`src/rtl/lmfe_pixel_feeder_if.sv`:
```
// lmfe_pixel_feeder_if
// Handshake bundle between the host pixel source, the pixel feeder and the
// median filter engine.
//   Host side   : s_valid, s_ready, s_data[7:0], s_sof
//   Engine side : busy, in_en, Din[7:0]
// The feeder uses the slave modport; the surrounding host/engine
// environment uses the master modport.
interface lmfe_pixel_feeder_if;
  logic       s_valid;
  logic       s_ready;
  logic [7:0] s_data;
  logic       s_sof;
  logic       busy;
  logic       in_en;
  logic [7:0] Din;

  modport master (
    output s_valid, s_data, s_sof, busy,
    input  s_ready, in_en, Din
  );

  modport slave (
    input  s_valid, s_data, s_sof, busy,
    output s_ready, in_en, Din
  );
endinterface

```
`src/rtl/lmfe_pixel_feeder.sv`:
```
// lmfe_pixel_feeder
// Input stage of the local median filter engine. Host pixels arrive over a
// valid/ready handshake, are buffered in a small circular FIFO of {sof, data}
// entries and are handed to the engine whenever it is not busy. The block
// also tracks the pixel index inside the frame, pulses frame_done after the
// last pixel of a frame and raises a sticky error when a start-of-frame
// marker shows up in the middle of a frame.
// Ports:
//   clk        : single rising-edge clock
//   reset      : asynchronous, active-low reset
//   bus        : slave side of lmfe_pixel_feeder_if (host and engine handshakes)
//   frame_done : one-cycle pulse after the last pixel of a frame is transferred
//   pix_cnt    : index of the next pixel to transfer within the frame
//   fifo_level : current FIFO occupancy
//   err_sof    : sticky start-of-frame misalignment flag
module lmfe_pixel_feeder #(
  parameter int FIFO_DEPTH = 16,
  parameter int IMG_W      = 128,
  parameter int IMG_H      = 128
) (
  input  logic                               clk,
  input  logic                               reset,
  lmfe_pixel_feeder_if.slave                 bus,
  output logic                               frame_done,
  output logic [$clog2(IMG_W*IMG_H)-1:0]     pix_cnt,
  output logic [$clog2(FIFO_DEPTH):0]        fifo_level,
  output logic                               err_sof
);

  localparam int PIX_TOTAL = IMG_W * IMG_H;
  localparam int CNT_W     = $clog2(PIX_TOTAL);
  localparam int LVL_W     = $clog2(FIFO_DEPTH) + 1;
  localparam int PTR_W     = $clog2(FIFO_DEPTH);

  localparam logic [LVL_W-1:0] FULL_LVL = LVL_W'(FIFO_DEPTH);
  localparam logic [CNT_W-1:0] LAST_PIX = CNT_W'(PIX_TOTAL - 1);
  localparam logic [CNT_W-1:0] CNT_ONE  = CNT_W'(1);

  logic [8:0]       mem [FIFO_DEPTH];
  logic [PTR_W-1:0] wr_ptr;
  logic [PTR_W-1:0] rd_ptr;
  logic [8:0]       head;
  logic             not_empty;
  logic             push;
  logic             pop;

  assign head      = mem[rd_ptr];
  assign not_empty = (fifo_level != '0);

  // s_ready depends only on the registered level, so a full FIFO refuses a
  // host pixel even in a cycle where the engine is draining one.
  assign bus.s_ready = (fifo_level < FULL_LVL);
  assign bus.in_en   = not_empty & ~bus.busy;
  assign bus.Din     = not_empty ? head[7:0] : 8'h00;

  assign push = bus.s_valid & bus.s_ready;
  assign pop  = bus.in_en;

  // Storage carries no reset: entries are only ever read behind the level
  // counter, which is reset.
  always_ff @(posedge clk) begin
    if (push) begin
      mem[wr_ptr] <= {bus.s_sof, bus.s_data};
    end
  end

  // Pointers wrap naturally because the depth is a power of two.
  always_ff @(posedge clk or negedge reset) begin
    if (!reset) begin
      wr_ptr     <= '0;
      rd_ptr     <= '0;
      fifo_level <= '0;
    end else begin
      if (push) begin
        wr_ptr <= wr_ptr + 1'b1;
      end
      if (pop) begin
        rd_ptr <= rd_ptr + 1'b1;
      end
      case ({push, pop})
        2'b10:   fifo_level <= fifo_level + 1'b1;
        2'b01:   fifo_level <= fifo_level - 1'b1;
        default: fifo_level <= fifo_level;
      endcase
    end
  end

  // A misplaced sof restarts the frame at this pixel (so the next index is 1)
  // and suppresses frame_done for the truncated frame; a missing sof at
  // index 0 is tolerated.
  always_ff @(posedge clk or negedge reset) begin
    if (!reset) begin
      pix_cnt    <= '0;
      frame_done <= 1'b0;
      err_sof    <= 1'b0;
    end else begin
      frame_done <= 1'b0;
      if (pop) begin
        if (head[8] && (pix_cnt != '0)) begin
          err_sof <= 1'b1;
          pix_cnt <= CNT_ONE;
        end else if (pix_cnt == LAST_PIX) begin
          pix_cnt    <= '0;
          frame_done <= 1'b1;
        end else begin
          pix_cnt <= pix_cnt + 1'b1;
        end
      end
    end
  end

endmodule

```
`src/flat_wrapper.sv`:
```
// flat-port wrapper written by rule: the top's interface ports become plain ports
module lmfe_pixel_feeder_flat 
#(
  parameter int FIFO_DEPTH = 16,
  parameter int IMG_W      = 128,
  parameter int IMG_H      = 128
)
  (clk, reset, frame_done, pix_cnt, fifo_level, err_sof, bus_s_valid, bus_s_data, bus_s_sof, bus_busy, bus_s_ready, bus_in_en, bus_Din);
  lmfe_pixel_feeder_if bus_i ();
  input  logic clk;
  input  logic reset;
  output logic frame_done;
  output logic [$clog2(IMG_W*IMG_H)-1:0] pix_cnt;
  output logic [$clog2(FIFO_DEPTH):0] fifo_level;
  output logic err_sof;
  input wire logic [$bits(bus_i.s_valid)-1:0] bus_s_valid;
  input wire logic [$bits(bus_i.s_data)-1:0] bus_s_data;
  input wire logic [$bits(bus_i.s_sof)-1:0] bus_s_sof;
  input wire logic [$bits(bus_i.busy)-1:0] bus_busy;
  output wire logic [$bits(bus_i.s_ready)-1:0] bus_s_ready;
  output wire logic [$bits(bus_i.in_en)-1:0] bus_in_en;
  output wire logic [$bits(bus_i.Din)-1:0] bus_Din;
  assign bus_i.s_valid = bus_s_valid;
  assign bus_i.s_data = bus_s_data;
  assign bus_i.s_sof = bus_s_sof;
  assign bus_i.busy = bus_busy;
  assign bus_s_ready = bus_i.s_ready;
  assign bus_in_en = bus_i.in_en;
  assign bus_Din = bus_i.Din;
  lmfe_pixel_feeder #(.FIFO_DEPTH(FIFO_DEPTH), .IMG_W(IMG_W), .IMG_H(IMG_H)) u_core (.clk(clk), .reset(reset), .bus(bus_i), .frame_done(frame_done), .pix_cnt(pix_cnt), .fifo_level(fifo_level), .err_sof(err_sof));
endmodule
```
`config.mk`:
```
export PLATFORM = sky130hd
export DESIGN_NAME = lmfe_pixel_feeder_flat
export DESIGN_NICKNAME = d
export VERILOG_FILES = /design/src/rtl/lmfe_pixel_feeder_if.sv /design/src/rtl/lmfe_pixel_feeder.sv /design/src/flat_wrapper.sv
export SDC_FILE = /design/constraint.sdc
export NUM_CORES = 1
export LEC_CHECK = 0
export CAP_MARGIN = 20
export CORE_MARGIN = 2
export CORE_UTILIZATION = 35
export DETAILED_ROUTE_END_ITERATION = 12
export SYNTH_ARGS = -nofsm -noshare
export SYNTH_HDL_FRONTEND = slang
export SYNTH_SLANG_ARGS = --single-unit
export TNS_END_PERCENT = 100
```
`constraint.sdc`:
```
create_clock -name clk -period 5.7 [get_ports clk]
set_clock_uncertainty 0.15 [all_clocks]
set_input_delay 1.71 -clock clk [delete_from_list [all_inputs] [get_ports clk]]
set_output_delay 1.71 -clock clk [all_outputs]
set_load 0.005 [all_outputs]
```
# After elaboration in Yosys (flattened, before gate mapping)

Memories as Yosys holds them, arrays and structs flattened.
Index checks and enable logic that the tools add are counted.

Flip-flop bits (word level): 29
Memory bits (writable): 144
Bits of input ports: 13
Logic and storage cells: 33
Memories kept: 1

$add $sub $neg: 5
Order comparisons: 1
Eq/ne operators: 3
Multiplexer cells: 9
Bitwise operators: 3
Reductions and logical operators: 5

Memories:

| name       | depth | width | rd ports | clocked after memory_dff | write ports | RTL line                | RTL |
|---|---|---|---|---|---|---|---|
| u_core.mem | 16    | 9     | 1        | 0                        | 1           | lmfe_pixel_feeder.sv:39 | `logic [8:0] mem [FIFO_DEPTH];` |

Operators with widths:

| cell                                                 | count |
|---|---|
| two-way mux 14 bit                                   | 2 |
| adder 14 x 1 -> 14 bit (second input constant)       | 1 |
| equality test 14 bit (second input constant)         | 1 |
| nonzero test 14 bit                                  | 1 |
| one-hot mux 5 bit (2 select lines)                   | 1 |
| adder 4 x 1 -> 4 bit (second input constant)         | 2 |
| two-way mux 8 bit                                    | 1 |
| adder 5 x 1 -> 5 bit (second input constant)         | 1 |
| less-than comparator 5 bit (second input constant)   | 1 |
| two-way mux 1 bit                                    | 5 |
| nonzero test 5 bit                                   | 1 |
| subtractor 5 x 1 -> 5 bit (second input constant)    | 1 |
| bitwise AND 1 bit                                    | 2 |
| equality test 2 x 1 -> 1 bit (second input constant) | 1 |
| equality test 2 bit (second input constant)          | 1 |
| AND reduction 2 bit                                  | 1 |
| nonzero test 2 bit                                   | 1 |
| logical AND 1 bit                                    | 1 |
| inverter 1 bit                                       | 1 |

# Longest topological paths before layout

Depth after elaboration: 4
Depth in mapped cells: 14

# Worst setup path after synthesis

No wires, ideal clock.

Kind: input port to output port
Start: in bus_busy
End: out bus_in_en
Arrival time: 2.357 ns
Data required time: 3.840 ns
Setup slack: 1.483 ns
Cell stages on the path: 4
Buffers on the path: 2
Cells stage by stage: or2_1 buf_4 inv_2 buf_2

Cells in the longest elaborated chain, start to end: 2

RTL lines:

| element           | RTL line                | RTL |
|---|---|---|
| start, declared   | flat_wrapper.sv:19      | `input wire logic [$bits(bus_i.busy)-1:0] bus_busy;` |
| inverter 1 bit    | lmfe_pixel_feeder.sv:53 | `assign bus.in_en = not_empty & ~bus.busy;` |
| bitwise AND 1 bit | lmfe_pixel_feeder.sv:53 |  |
| end, declared     | flat_wrapper.sv:21      | `output wire logic [$bits(bus_i.in_en)-1:0] bus_in_en;` |

Every way passes these cells.

# Worst setup path in the final report

Start: reg u_core.rd_ptr[0]
End: out bus_Din[6]

Cells in the longest elaborated chain, start to end: 2

RTL lines:

| element                  | RTL line                | RTL |
|---|---|---|
| start, declared          | lmfe_pixel_feeder.sv:41 | `logic [PTR_W-1:0] rd_ptr;` |
| start signal, assigned   | lmfe_pixel_feeder.sv:78 | `rd_ptr <= rd_ptr + 1'b1;` |
| memory read (16 x 9 bit) | -                       |  |
| two-way mux 8 bit        | lmfe_pixel_feeder.sv:54 | `assign bus.Din = not_empty ? head[7:0] : 8'h00;` |
| end, declared            | flat_wrapper.sv:22      | `output wire logic [$bits(bus_i.Din)-1:0] bus_Din;` |

Every way passes these cells.

==> summary.md <==
| Metric | Value |
|---|---|
| Run status | `finished clean` |
| Slew margin rel. | `~36%` |
| Slew @ Worst Pin | `962 ps` |
| Root buf cell | `clkbuf_16` |
| Die height | `around 150 um` |
| LEAKAGE | `about 2.9 nW` |
| Warnings, synthesis | `0` |
| Crit path DAT | `3150 ps` |
| TritonCTS clock tree | `built` |
| Max-Cap Viols | `0` |
| Crit path launch type | `register` |
| R2r setup slk | `around 2500 ps` |
| Pin count of the biggest net entering global routing | `42` |
| TritonCTS buffer count | `17` |
| Worst min-delay path category | `register to register` |
| Placement Setup Slack | `705 ps` |
| Clk pin slew, worst setup/hold paths | `around 70 ps` |
| PnR Total Power | `4.08 mW` |
| Core Box Area | `20400 sq um` |
| Detailed Place HPWL | `approximately 8.7 mm` |
| TNS Setup | `0 ps` |
| Mux contribution to synthesized area | `a little over an eighth` |
| N_diodes | `0` |
| Post-Syn Instances | `roughly 410` |
| Die area | `around 22000 sq um` |
| Worst R2R End | `u_core.fifo_level[4]$_DFFE_PN0P_` |
| Largest family of logic cells by synthesized area | `multiplexers` |
| Setup bufs post-CTS | `0` |
| Worst vdd ir | `roughly 0.00030 V` |
| Library cells used by synthesis | `53` |
| Vias in the first global route | `3832` |
| Fin crit period | `5010 ps` |
| Worst reg2reg path depth | `12` |
| Placed cell area | `~8000 sq um` |
| First-pass GRT wire length | `around 23 mm` |
| Hold path depth | `1` |
| Initial core utilization | `a little over a third` |
| Clk_lat worst skew | `430 ps` |
| Initial DRC count | `between 200 and 300` |
| Pwr Density | `roughly 480 nW/um^2` |
| Post-CTS sizing | `0` |
| Via count | `3851` |
| CTS Hold Bufs | `0` |
| Die W | `between 100 and 150 um` |
| Critical path class | `register to output pin` |
| H-tree levels | `4` |
| Vias per cell | `5.17` |
| Synth Area in XOR/XNOR | `under 10%` |
| Antenna viol nets, final | `0` |
| Number of remaining DRC errors | `0` |
| Avg Inst Size Synth | `17.7 sq um` |
| EDFF count, synth | `~140` |
| Share of layout cells above drive strength 1 | `17.5%` |
| Synthesis-stage register bit count | `between 150 and 200` |
| Initial antenna violation count | `0` |
| Max clock buf depth | `2` |
| Worst r2r src | `u_core.fifo_level[1]$_DFFE_PN0P_` |
| Post-Syn Nets | `approximately 440` |
| Total grt overflow | `0` |
| Cell area after synthesis | `~7300 sq um` |
| Required time of the critical path | `between 3000 and 4000 ps` |
| First-pass DRT Iterations | `5` |
| CP max FO | `21` |
| Area Growth Syn to Fin | `17.2%` |
| Final setup violation count | `0` |
| Clock sink count | `173` |
| Final WS setup | `between 600 and 700 ps` |
| Synth Area in Compound Gates | `under 10%` |
| Final slew viol count | `0` |
| Final Hold Vio Count | `0` |
| Fin nets | `slightly below 500` |
| Period utilisation layout | `between 80% and 90%` |
| Hold Path Origin | `u_core.err_sof$_DFFE_PN0P_` |
| Post-synthesis adder-cell area fraction | `1.71%` |
| Drt total wl | `around 15 mm` |
| Design area | `roughly 8600 sq um` |
| Core Rows | `between 50 and 60` |
| Port-buffer cells | `43` |
| WL per Instance | `around 21 um` |
| Crit. End Element | `output pin` |
| Synth Area in Simple Gates | `8.29%` |
| Max Fclk | `between 150 and 200 MHz` |
| RePlAce Congestion | `approximately 0.81` |
| Unrepaired setup endpoints after global routing | `false` |
| Total GRT Usage | `between 10% and 20%` |
| FFs w/ async S/R, synth | `~17%` |
| Ys flop type | `edfxtp_1` |
| Hold Path Sink | `u_core.err_sof$_DFFE_PN0P_` |
| Fraction of the yosys area taken by sequential cells | `between 60% and 70%` |
| I/O Pins | `44` |
| Hold_ws | `approximately 310 ps` |
==> kinds of logic after synthesis <==
logic type | after synthesis
DFF | 173
and+or+nand+nor | 105
muxes | 50
AOI/OAI and AO/OA | 37
buffers and inverters | 25
xor gates and xnor gates | 13
adders and majority gates | 10
==> critical path, stage by stage, from the launching register on <==
cell and delay [ps]:
dfrtp_2 750, buf_12 280, mux4_2 550, mux4_2 470, nor2b_1 160, clkdlybuf4s50_1 490
==> power by group <==
group	internal, mW	switching [mW]
Combinational	0.725	0.550
Sequential	1.51	0.205
Clock	0.605	0.490
==> cell type report <==
type                       instances  area (sq um)
tap                              270           338
clock inverter                    11           110
clock buffer                      20           437
fill                            1798         11800
sequential                       173          5050
timing repair buffer              47           473
inverter                           9          33.8
multi-input combinational        215          2110
==> per-layer routing <==
layer	vias to the layer above	share of wire [%]	global-route usage, %
met5	-	0	0
met4	0	1.0	4.10
met3	12	4.8	3.96
met2	119	49	23.4
met1	1982	45	19.9
li1	1738	-	-
==> layout by cell type, fill, tap and decap left out, drive strengths merged, types with 4 or more instances in the layout <==
master and count:
a21o 4, o21ai 8, xnor2 9, a21oi 4
nor2b 10, ha 10, nor2 14, a31oi 4
or3 4, mux2i 9, buf 4, clkinvlp 5
clkdlybuf4s50 43, inv 13, edfxtp 144, dfrtp 29
clkbuf 20, nand4 5, nand2 21, and2 16
nor3 6, mux4 40, xor2 4, and3 4
nand3 12
==> cell usage after synthesis (2+ instances only) <==
cell type	n	area share [%]
mux4_2	40	12
edfxtp_1	144	59
xor2_1	4	0.48
a31oi_1	4	0.34
ha_1	10	1.7
or3_1	3	0.26
inv_1	8	0.41
nand4_2	2	0.34
nand4_1	3	0.26
nor3_1	5	0.34
nand2_1	20	1.0
buf_4	3	0.31
a22oi_1	2	0.21
and3_1	4	0.34
a21oi_1	4	0.27
nor2b_1	10	0.86
nand4b_1	2	0.24
nand2b_1	3	0.26
o41ai_1	2	0.24
nand3_1	12	0.82
o21ai_0	8	0.55
o2bb2ai_1	2	0.24
and2_1	16	1.4
a222oi_1	2	0.27
buf_6	3	0.46
a21o_1	4	0.41
xnor2_1	9	1.1
o31ai_1	3	0.31
nor2_1	14	0.72
mux2i_1	9	1.2
dfrtp_1	29	9.9
buf_2	8	0.55
==> state kept, by name (all words and copies together), names as in the netlist <==
| signal | count |
|---|---|
| u_core.frame_done | 1 |
| u_core.fifo_level | 5 |
| u_core.pix_cnt | 14 |
| u_core.wr_ptr | 4 |
| u_core.mem | 144 |
| u_core.rd_ptr | 4 |
| u_core.err_sof | 1 |
==> worst max-delay path by stage <==
stage                      end  depth (start not counted)                         start  slack, ps
floorplan            bus_in_en                          4                      bus_busy       1480
global placement     bus_in_en                          4                      bus_busy        720
detailed placement   bus_in_en                          4                      bus_busy        700
CTS                 bus_Din[5]                          5  u_core.rd_ptr[0]$_DFFE_PN0P_        610
global route        bus_Din[4]                          5  u_core.rd_ptr[0]$_DFFE_PN0P_        530
finish              bus_Din[6]                          5  u_core.rd_ptr[0]$_DFFE_PN0P_        690
==> metrics by stage <==
step	cells	util, %
floorplan	413	-
finish	745	42.0
global route	745	42.0
global placement	714	39.3
detailed placement	714	39.3
CTS	745	42.0
(Power assumes the default switching activity.)
